File: src/rtl/ntt_pkg.sv
// Shared constants and types for the NTT coefficient lane arbiter.
package ntt_pkg;

   localparam int NTT_N_REQ  = 6;
   localparam int NTT_DATA_W = 16;
   localparam int NTT_N      = 256;

   typedef logic [2:0] ntt_sel_t;

   typedef enum logic {
      ARB_IDLE,
      ARB_GRANT
   } ntt_arb_state_t;

endpackage

File: src/rtl/ntt_rr_pick.sv
// Rotate-priority picker: returns the first valid index strictly after ptr, wrapping at NTT_N_REQ.
module ntt_rr_pick
   import ntt_pkg::*;
(
   input  logic [NTT_N_REQ-1:0] valid,
   input  ntt_sel_t             ptr,
   output ntt_sel_t             idx,
   output logic                 any
);

   int cand;

   // Scan from farthest to nearest so the nearest valid index after ptr wins.
   always_comb begin
      idx  = '0;
      any  = 1'b0;
      cand = 0;
      for (int k = NTT_N_REQ; k >= 1; k--) begin
         cand = int'(ptr) + k;
         if (cand >= NTT_N_REQ) cand = cand - NTT_N_REQ;
         if (valid[ntt_sel_t'(cand)]) begin
            idx = ntt_sel_t'(cand);
            any = 1'b1;
         end
      end
   end

endmodule

File: src/rtl/ntt_lane_arbiter.sv
// Round-robin arbiter sharing one NTT coefficient lane between six requesters.
// Define NTT_ARB_BURST_EN to hold the grant for a whole burst (until last or MAX_BURST beats).
//
//  state     | meaning
//  ----------+---------------------------------------------------------
//  ARB_IDLE  | no grant; pick next requester after rr pointer
//  ARB_GRANT | mux_sel fixed on grantee; beats accepted when output free
module ntt_lane_arbiter
   import ntt_pkg::*;
(
   input  logic                            clk,
   input  logic                            rst_n,
   input  logic [NTT_N_REQ-1:0]            req_valid,
   input  logic [NTT_N_REQ*NTT_DATA_W-1:0] req_data,
   input  logic [NTT_N_REQ-1:0]            req_last,
   output logic [NTT_N_REQ-1:0]            req_ready,
   output ntt_sel_t                        mux_sel,
   output logic                            out_valid,
   output logic [NTT_DATA_W-1:0]           out_data,
   output ntt_sel_t                        out_src,
   output logic                            out_last,
   input  logic                            out_ready,
   output logic                            err_ovr
);

   localparam int MAX_BURST = NTT_N;

   ntt_arb_state_t        state, state_nxt;
   ntt_sel_t              rr_ptr;
   ntt_sel_t              pick_idx;
   logic                  pick_any;
   logic                  sel_valid;
   logic [NTT_DATA_W-1:0] sel_data;
   logic                  sel_last;
   logic                  grant_open;
   logic                  accept;
   logic                  release_g;

   ntt_rr_pick u_pick (
      .valid (req_valid),
      .ptr   (rr_ptr),
      .idx   (pick_idx),
      .any   (pick_any)
   );

   always_comb begin
      sel_valid = 1'b0;
      sel_data  = '0;
      sel_last  = 1'b0;
      for (int i = 0; i < NTT_N_REQ; i++) begin
         if (mux_sel == ntt_sel_t'(i)) begin
            sel_valid = req_valid[i];
            sel_data  = req_data[i*NTT_DATA_W +: NTT_DATA_W];
            sel_last  = req_last[i];
         end
      end
   end

   // Ready only when the output register is empty or draining this cycle.
   assign grant_open = (state == ARB_GRANT) && (!out_valid || out_ready);
   assign accept     = grant_open && sel_valid;

   always_comb begin
      req_ready = '0;
      for (int i = 0; i < NTT_N_REQ; i++) begin
         req_ready[i] = grant_open && (mux_sel == ntt_sel_t'(i));
      end
   end

`ifdef NTT_ARB_BURST_EN
   logic [$clog2(MAX_BURST)-1:0] beat_cnt;
   logic                         cnt_max;

   assign cnt_max   = (beat_cnt == ($clog2(MAX_BURST))'(MAX_BURST - 1));
   assign release_g = accept && (sel_last || cnt_max);

   always_ff @(posedge clk) begin
      if (!rst_n) begin
         beat_cnt <= '0;
         err_ovr  <= 1'b0;
      end else begin
         err_ovr <= accept && !sel_last && cnt_max;
         if (release_g)   beat_cnt <= '0;
         else if (accept) beat_cnt <= beat_cnt + 1'b1;
      end
   end
`else
   assign release_g = accept;
   assign err_ovr   = 1'b0;
`endif

   always_comb begin
      state_nxt = state;
      case (state)
         ARB_IDLE:  if (pick_any)  state_nxt = ARB_GRANT;
         ARB_GRANT: if (release_g) state_nxt = ARB_IDLE;
         default:   state_nxt = ARB_IDLE;
      endcase
   end

   always_ff @(posedge clk) begin
      if (!rst_n) begin
         state     <= ARB_IDLE;
         rr_ptr    <= ntt_sel_t'(NTT_N_REQ - 1);
         mux_sel   <= '0;
         out_valid <= 1'b0;
         out_data  <= '0;
         out_src   <= '0;
         out_last  <= 1'b0;
      end else begin
         state <= state_nxt;
         if (state == ARB_IDLE && pick_any) mux_sel <= pick_idx;
         if (release_g) rr_ptr <= mux_sel;
         if (accept) begin
            out_valid <= 1'b1;
            out_data  <= sel_data;
            out_src   <= mux_sel;
            out_last  <= sel_last;
         end else if (out_ready) begin
            out_valid <= 1'b0;
         end
      end
   end

endmodule

File: config.mk
export PLATFORM = sky130hd
export DESIGN_NAME = ntt_lane_arbiter
export DESIGN_NICKNAME = d
export VERILOG_FILES = /design/src/rtl/ntt_pkg.sv /design/src/rtl/ntt_rr_pick.sv /design/src/rtl/ntt_lane_arbiter.sv
export SDC_FILE = /design/constraint.sdc
export NUM_CORES = 1
export LEC_CHECK = 0
export ABC_AREA = 1
export CAP_MARGIN = 20
export CORE_MARGIN = 10
export CORE_UTILIZATION = 40
export CTS_CLUSTER_SIZE = 10
export DETAILED_ROUTE_END_ITERATION = 10
export PLACE_DENSITY_LB_ADDON = 0.08
export SYNTH_ARGS = -nofsm -noshare
export SYNTH_HDL_FRONTEND = slang
export SYNTH_SLANG_ARGS = --single-unit
File: constraint.sdc
create_clock -name clk -period 2.84 [get_ports clk]
set_input_delay 0.568 -clock clk [delete_from_list [all_inputs] [get_ports clk]]
set_output_delay 0.568 -clock clk [all_outputs]
set_load 0.02 [all_outputs]
; After elaboration in Yosys (flattened, before gate mapping)
; Index checks and enable logic that the tools add are counted.
[op_classes]
addsub = 12
multipliers = 0
n_div = 0
order_cmp = 12
eq_ne = 5
shifts = 0
n_mux = 53
bitwise = 1
reduce_logical = 13
[ops]
columns = cell, n
row1 = 16-bit 2-to-1 mux, 6
row2 = 3-bit 2-to-1 mux, 12
row3 = 1-bit 2-to-1 mux, 28
row4 = 4-bit by 3-bit >= comparator with 1-bit output (second input constant), 6
row5 = 3-bit by 4-bit less-than comparator with 1-bit output (second input constant), 6
row6 = 1-bit binary-select mux with 3-bit select, 6
row7 = 3-bit by 2-bit subtractor with 3-bit output (second input constant), 6
row8 = 3-bit by 3-bit adder with 4-bit output (second input constant), 3
row9 = 1-bit logical AND, 9
row10 = 3-bit by 2-bit adder with 4-bit output (second input constant), 2
row11 = 3-bit by 2-bit == test with 1-bit output (second input constant), 2
row12 = 3-bit == test (second input constant), 2
row13 = 3-bit by 1-bit adder with 4-bit output (second input constant), 1
row14 = 3-bit by 1-bit == test with 1-bit output (second input constant), 1
row15 = 3-bit logical NOT, 1
row16 = 1-bit one-hot mux with 2 select lines, 1
row17 = 2-bit nonzero test, 1
row18 = 1-bit logical NOT, 1
row19 = 1-bit logical OR, 1
row20 = 1-bit NOT, 1
[word_totals]
regBits = 28
latch_bits = 0
ram_bits = 0
mem_bits_ro = 0
in_bits = 111
out_inout_bits = 31
wordCells = 103
mem_count = 0

; Longest topological paths before layout
[logic_depth]
ltp_word = 13
depth_mapped = 20
mapped_depth_nobuf = 18

; Modules after synthesis
; A second synthesis with hierarchy kept.
[hier_totals]
cells_unflattened = 511
area_unflattened_um2 = 2822.7
[modules_own_cells]
columns = module, instances, cells_per_inst, area_each_um2, seq_area_each_um2
row1 = ntt_lane_arbiter, 1, 361, 2047.0, 540.5
row2 = ntt_rr_pick, 1, 150, 775.7, 0.0

; Least setup slack after synthesis
; Ideal clock, no wire load.
[synth_path]
path_kind = register to register
startpoint = reg rr_ptr[0]
endpoint = reg mux_sel[2]
setup_time_ns = 0.117
t_arrival_ns = 2.139
required_ns = 2.723
setup_slack_ns = 0.584
path_stages_with_launch = 19
n_path_buf = 2
synth_period_minus_slack_ns = 2.256
cell_sequence = dfxtp_1 > buf_6 > buf_6 > inv_1 > ha_1 > inv_1 > nand2_1 > nand2_1 > nand2_1 > nand2_1 > nand2_1 > nand3_1 > nand2_2 > nor2_1 > nand2_1 > nand2_2 > inv_2 > o21ai_0 > nor2_1
[synth_between]
elab_chain_cells = 12
word_cells_on_any_way = 49
classes_between = add/sub (12) / order compare (6) / mux (30) / reduce/logical (1)
[synth_rtl]
columns = item, line
row1 = from (decl), ntt_lane_arbiter.sv:29  ; ntt_sel_t rr_ptr;
row2 = from (signal assigned), ntt_lane_arbiter.sv:104  ; rr_ptr <= ntt_sel_t'(NTT_N_REQ - 1);
row3 = from (signal assigned), ntt_lane_arbiter.sv:113  ; if (release_g) rr_ptr <= mux_sel;
row4 = 3-bit by 3-bit adder with 4-bit output, ntt_rr_pick.sv:19  ; cand = int'(ptr) + k;
row5 = 4-bit by 3-bit >= comparator with 1-bit output / 3-bit by 2-bit subtractor with 3-bit output (equally long branches), ntt_rr_pick.sv:20  ; if (cand >= NTT_N_REQ) cand = cand - NTT_N_REQ;
row6 = 3-bit 2-to-1 mux, ntt_rr_pick.sv:20
row7 = 1-bit binary-select mux with 3-bit select, ntt_rr_pick.sv:21  ; if (valid[ntt_sel_t'(cand)]) begin
row8 = 1-bit 2-to-1 mux (not written as such), ntt_rr_pick.sv:21
row9 = 1-bit 2-to-1 mux (6 in series), ntt_rr_pick.sv:21
row10 = 1-bit logical AND, ntt_lane_arbiter.sv:112  ; if (state == ARB_IDLE && pick_any) mux_sel <= pick_idx;
row11 = to (signal assigned), ntt_lane_arbiter.sv:112
row12 = to (decl), ntt_lane_arbiter.sv:17  ; output ntt_sel_t mux_sel,
; Parallel ways exist; a longest one is shown, timed or not. The select of a mux whose other input is x is not followed.
; A chain may end at the register's enable or synchronous reset.

; Final worst setup path
[layout_path]
startpoint = in out_ready
endpoint = out req_ready[1]
[layout_between]
elab_chain_cells = 3
[layout_rtl]
columns = item, line
row1 = from (decl), ntt_lane_arbiter.sv:22  ; input logic out_ready,
row2 = 1-bit logical OR, ntt_lane_arbiter.sv:60  ; assign grant_open = (state == ARB_GRANT) && (!out_valid || out_ready);
row3 = 1-bit logical AND, ntt_lane_arbiter.sv:60
row4 = 1-bit logical AND, ntt_lane_arbiter.sv:66  ; req_ready[i] = grant_open && (mux_sel == ntt_sel_t'(i));
row5 = to (decl), ntt_lane_arbiter.sv:16  ; output logic [NTT_N_REQ-1:0] req_ready,
; Every way passes these cells.

==> metrics.txt <==
status=complete, no violations; Design Area, Final=0.00410 mm²; drt via density=5.33; largest net degree at the start of global routing=26; share of power burned in registers=16.6%; final hold violation count=0; post-DP HPWL=8830 µm; maximum clock insertion buffer count=2; Area growth, synth to finish=57.2%; initial core utilization=41.1%; IO Pins=142; GRT Util Overall=20.2%; R2R setup slack=330 ps; clock sink count=27; clk slew on worst S/H paths=100 ps; most numerous cell in the Yosys netlist=nand2_1; RSZ-0062 raised after global routing=no; clk root buf=clkbuf_8; initial antenna violation count=0; Synth area leader=dfxtp_1; post-synth top area share=20.7%; RR Endpoint=mux_sel[2]; CP arrival=2170 ps; startpoint type of the worst setup path=primary input; relative slew slack=50.2%; CTS tree=yes; H-tree levels=1; most frequent cells after synthesis=nand2_1, a21oi_1, inv_1, nand4_1; Die Area=0.0102 mm²; Gate power share=76.2%; worst-skew pair later-pin latency=290 ps; Slew Limit Fails=0; setup TNS=0 ps; Post-Route WL=10,800 µm; top area cells in the synthesized netlist=dfxtp_1, nand2_1, a21oi_1, nand4_1, nand3_1; Avg WL per Cell=17.0 µm; Crit. End Element=output port; row cnt=29; Psw=1.80 mW; CP Max Fanout=7; leakage power=1.71 nW; vias in the first global route=3,471; syn nets=546; routability cong.=0.846; min-delay src=out_data[1]; Tightest Pin Transition=746 ps; post-synthesis cell area=0.00261 mm²; crit share post-route=96.4%; Post-CTS Hold Fix Bufs=0; drt first pass iters=5; total CTS buffers=3; Worst Clk Skew=11.2 ps; slack of the critical path=102 ps; switching share of power=52.9%; layout cells sized above 1=7.16%; post-route ant nets=0; post-cts sizing count=0; syn avg cell area=6.14 µm²; beginning of the critical path=out_ready; global-route wire length before repair=16,900 µm; clock network fraction of total power=7.2%; number of setup violations in the final report=0; Core ar.=0.00635 mm²; flops & latches, synth=27; Die X=101 µm; # diodes=0; Max VDD drop=0.603 mV; area post-placement=0.00405 mm²; Worst R2R Start=out_src[1]; Synthesis Warnings=0; Nets=681; post-synthesis async set-or-reset flop share=0%; routed via count=3,392; Iteration-0 DRC Markers=159; chip height=101 µm; gr ovfl total=0; cell area power density=830 mW/mm²; Syn Inst Count=425; register area share after synthesis=20.7%; Final Critical Period=2740 ps; Residual DRC=0; Max Cap Viol=0; hold path cells=2; pre-CTS setup slack=88.5 ps; count of buffers from port buffering=140; Hold Path Class=flop to flop; R2R depth=16; Post-synth EDFFs=0; critical path required time=2270 ps; postcts setup bufs=0; Netlist cell types=34; Max Freq=365 MHz; worst setup path category=primary input to output port; Pint=1.60 mW; WHS Endpoint=out_data[1]; Synth Flop Type=dfxtp_1
routing by layer:
metal	vias to the layer above	wire length [µm]	track usage [%]
met5	-	0	0
met1	1522	4250	22.1
met4	0	226	5.54
met2	130	5200	34.5
met3	15	1100	8.92
li1	1725	-	-
registers in the layout, summed over array words and instances (netlist names):
register / flops
state: 1
out_data: 16
out_last: 1
out_src: 3
mux_sel: 3
out_valid: 1
rr_ptr: 2
power groups by stage:
stage,Sequential (mW),Clock (mW),Combinational (mW)
floorplan,0.657,0,1.73
global placement,0.565,0,2.53
detailed placement,0.570,0,2.58
CTS,0.563,0.247,2.59
global route,0.579,0.264,2.89
finish,0.564,0.247,2.59
placed cells by master (no fill, tap or decap), types with 5 or more instances in the layout:
cell and count:
nand2_2 8, a21oi_1 39, nor2_1 22, nand2_1 135, ha_1 10, inv_2 5
nand4_1 30, clkdlybuf4s50_1 140, dfxtp_1 26, o21ai_1 6, nand3_1 27, a32o_1 13
o21ai_0 21, buf_4 12, inv_1 30
worst max-delay path: stages:
cell and delay, ps:
clkdlybuf4s50_1 450, inv_1 30, nand2_1 60, nand2_1 180
nor4_1 220, clkdlybuf4s50_1 650
worst max path at each step:
stage,endpoint,slack [ps],depth (start not counted)
after global routing,req_ready[1],2,6
final,req_ready[1],100,6
after global placement,req_ready[1],120,6
after CTS,req_ready[1],90,6
after detailed placement,req_ready[1],90,6
after floorplan,mux_sel[2],580,18
stage by stage:
stage                     cells  util, %  hold WS (ps)  total power, mW
after floorplan             425        -           457             2.38
after global placement      632     63.8           452             3.10
after detailed placement    632     63.8           457             3.15
after CTS                   636     64.6           472             3.40
after global routing        636     64.6           490             3.73
final                       636     64.6           471             3.40
kinds of logic (layout without fill, tap and decap cells):
kind of cell | count (synthesis) | in the layout | synth area share [%]
AO/OA/AOI/OAI | 91 | 91 | 21.5
XOR/XNOR | 1 | 1 | 0.336
adder cells (fa/ha/maj) | 10 | 10 | 4.79
buffers and inverters | 60 | 194 | 11.1
flip-flops | 27 | 27 | 20.7
other | 1 | 1 | 0.144
AND/OR/NAND/NOR | 235 | 235 | 41.4
area by class of cell:
type | instances | area (µm²)
inverters | 38 | 144
multi-input cells | 338 | 1780
repair buffers | 152 | 1490
clock inverters | 1 | 8.76
clock buffers | 3 | 41.3
fillers | 610 | 2250
flip-flops and latches | 27 | 542
well taps | 77 | 96.3
Note: power is estimated with default switching activity, not from simulation.
==> RTL edit: new RTL, same flow settings <==
The option `NTT_ARB_BURST_EN` is turned on by a define.
--- a/src/rtl/ntt_lane_arbiter.sv
+++ b/src/rtl/ntt_lane_arbiter.sv
@@ -7,2 +7,4 @@
 //  ARB_GRANT | mux_sel fixed on grantee; beats accepted when output free
+`define NTT_ARB_BURST_EN
+
 module ntt_lane_arbiter
Behaviour: not the same (a bounded check fails within 4 cycles, from zero or initial values and one cycle with rst_n low).
==> RTL edit against the original RTL <==
Register-to-register slack better by 0.05 ns; sequential power rose by 28%; fmax is essentially flat; routed wire length increased by 9.6%; highest routed layer unchanged; total power is 13% higher; setup slack gained 0.00085 ns; count of clock-buffer cells in the layout increased by 2; largest power group unchanged; core utilization fell by 0.59 points; non-clock buffer count up 1; synthesized area rose by 18%; cell area increased by 15%; sequential cell count grew 10; critical path depth stayed put.
==> RTL edit: results (changes against the original RTL) <==
Pwr
The switching portion of total power came to 49.39% (-3.5 points). The leakage power of the design came to 2.035 nW (+19%). The combinational-cell power consumption is 0.00259 W (about the same). The worst voltage drop across the vdd grid came to 0.0003424 V (-43%). The reported clock group power is 0.000540 W (+120%). The power drawn by the sequential cells came to 0.000724 W (+28%).

Clock tree
The post-cts resize count was 0 (unchanged). The cell chosen for the clock root is clkbuf_8. The setup fix buffers added after clock tree synthesis came to 0 (unchanged). The total clock buffers created by CTS was 5 (+2). The clock transition at the register clock pins on the worst setup and hold paths after CTS is 0.07 ns (-0.03 ns). The count of H-tree levels built during CTS is 2 (+1).

Synth
The top flip-flop cell by instance count after synthesis is dfxtp_1. The area fraction in compound gates after synthesis came to 15.44% (-6.1 points). The fraction of registers with async set/reset is 0% (unchanged).

The share of synthesized area occupied by flip-flops and latches came to 24.11% (+3.4 points). The cell count after synthesis is 525 (+24%). Yosys attributes the largest share of cell area to dfxtp_1 (24%), nand2_1 (21%), nand3_1 (11%), a21oi_1 (8.6%), inv_1 (6.5%). The net count of the mapped netlist was 647 (+18%). The number of distinct library cells after synthesis is 34 (unchanged).

The post-synthesis adder-cell area fraction is 4.481% (-0.31 points). The share of the synthesized netlist area taken by xor and xnor gates came to 1.141% (+0.80 points). After synthesis, the most frequently instantiated cells are nand2_1 (173), nand3_1 (66), a21oi_1 (53), inv_1 (53), dfxtp_1 (37).

Final layout
The flip-flop count of the largest register after layout is 16 (unchanged). The antenna cell count came to 0 (unchanged). The largest registers in the layout are out_data (16), beat_cnt (8).

The fraction of final layout cells with drive strength greater than 1 is 5.865% (-1.3 points). The number of nets in the final layout is 786 (+15%).

Global route
The wire length of the first global-routing pass is 18.84 mm (+12%). The total track usage came to 19.81% (-0.40 points). The maximum number of pins on one net before global-route repair is 35 (+35%). The global route total overflow is 0 (unchanged).

Route
The length of the first detailed-routing pass in iterations is 4 (-1). The routed wirelength normalized by instance count came to 15.47 um (-8.7%). The via count of the routed design is 3,860 (+14%). The number of design-rule violations left by the first detailed-router iteration is 97 (-39%). The detailed-route vias per instance is 5.052 (-5.3%).

Hold path
The number of cells traversed by the worst hold path was 2 (unchanged).

Worst setup path
The biggest cell delay along the critical path is 0.65 ns (about the same). In this design, the largest share of critical-path delay is due to buffers and inverters. The depth of the most critical reg-to-reg path is 16 (unchanged). The worst-path maximum fanout is 7 (unchanged). The critical-path cell with the highest stage delay is clkdlybuf4s50_1. The data arrival at the endpoint of the critical path is 2.17 ns (about the same).

STA
The final setup skew is 0.009394 ns (-0.001830 ns). The relative slew slack is 66.05% (+16 points).

Placed design
The detailed-placement wirelength estimate is 9.642 mm (+9.2%). The total placed cells including tap cells is 756 (+20%). The count of buffers from port buffering is 141 (+0.71%). The placer congestion estimate is 0.8436 (-0.31%). The pre-CTS setup slack came to 0.08921 ns (+0.0006990 ns).

The instance area after placement is 0.004584 mm^2 (+13%).

Status
The flow ran to the end, and the final reports show no timing, DRC or antenna violations.
-- RTL edit: final timing paths --
path	start	endpoint	slack, ns
worst min-delay path	out_data[3]	out_data[3]	0.46
worst max register to register	rr_ptr[2]	mux_sel[0]	0.38
worst max-delay path	out_ready	req_ready[3]	0.10
worst min register to register	out_data[3]	out_data[3]	0.46
-- RTL edit: area by class of cell --
class	count	area, um^2
clock inverter	3	65.06
tap	99	123.9
fill	690	2651
sequential	37	740.7
clock buffer	5	68.82
multi-input combinational	405	1983
inverter	62	235.2
timing repair buffer	153	1501
-- RTL edit: layer usage --
metal	global-route usage [%]	routed length, um
met4	6.584	297
met3	9.042	1098
met1	20.06	4595
met5	0	0
met2	35.21	5831
-- RTL edit: kinds of logic (layout without fill, tap and decap cells) --
kind of cell               Yosys count  count (layout)
and+or+nand+nor                    300             300
DFF                                 37              37
buffers and inverters               83             223
xor gates and xnor gates             4               4
AOI/OAI and AO/OA                   90              90
adders and majority gates           11              11
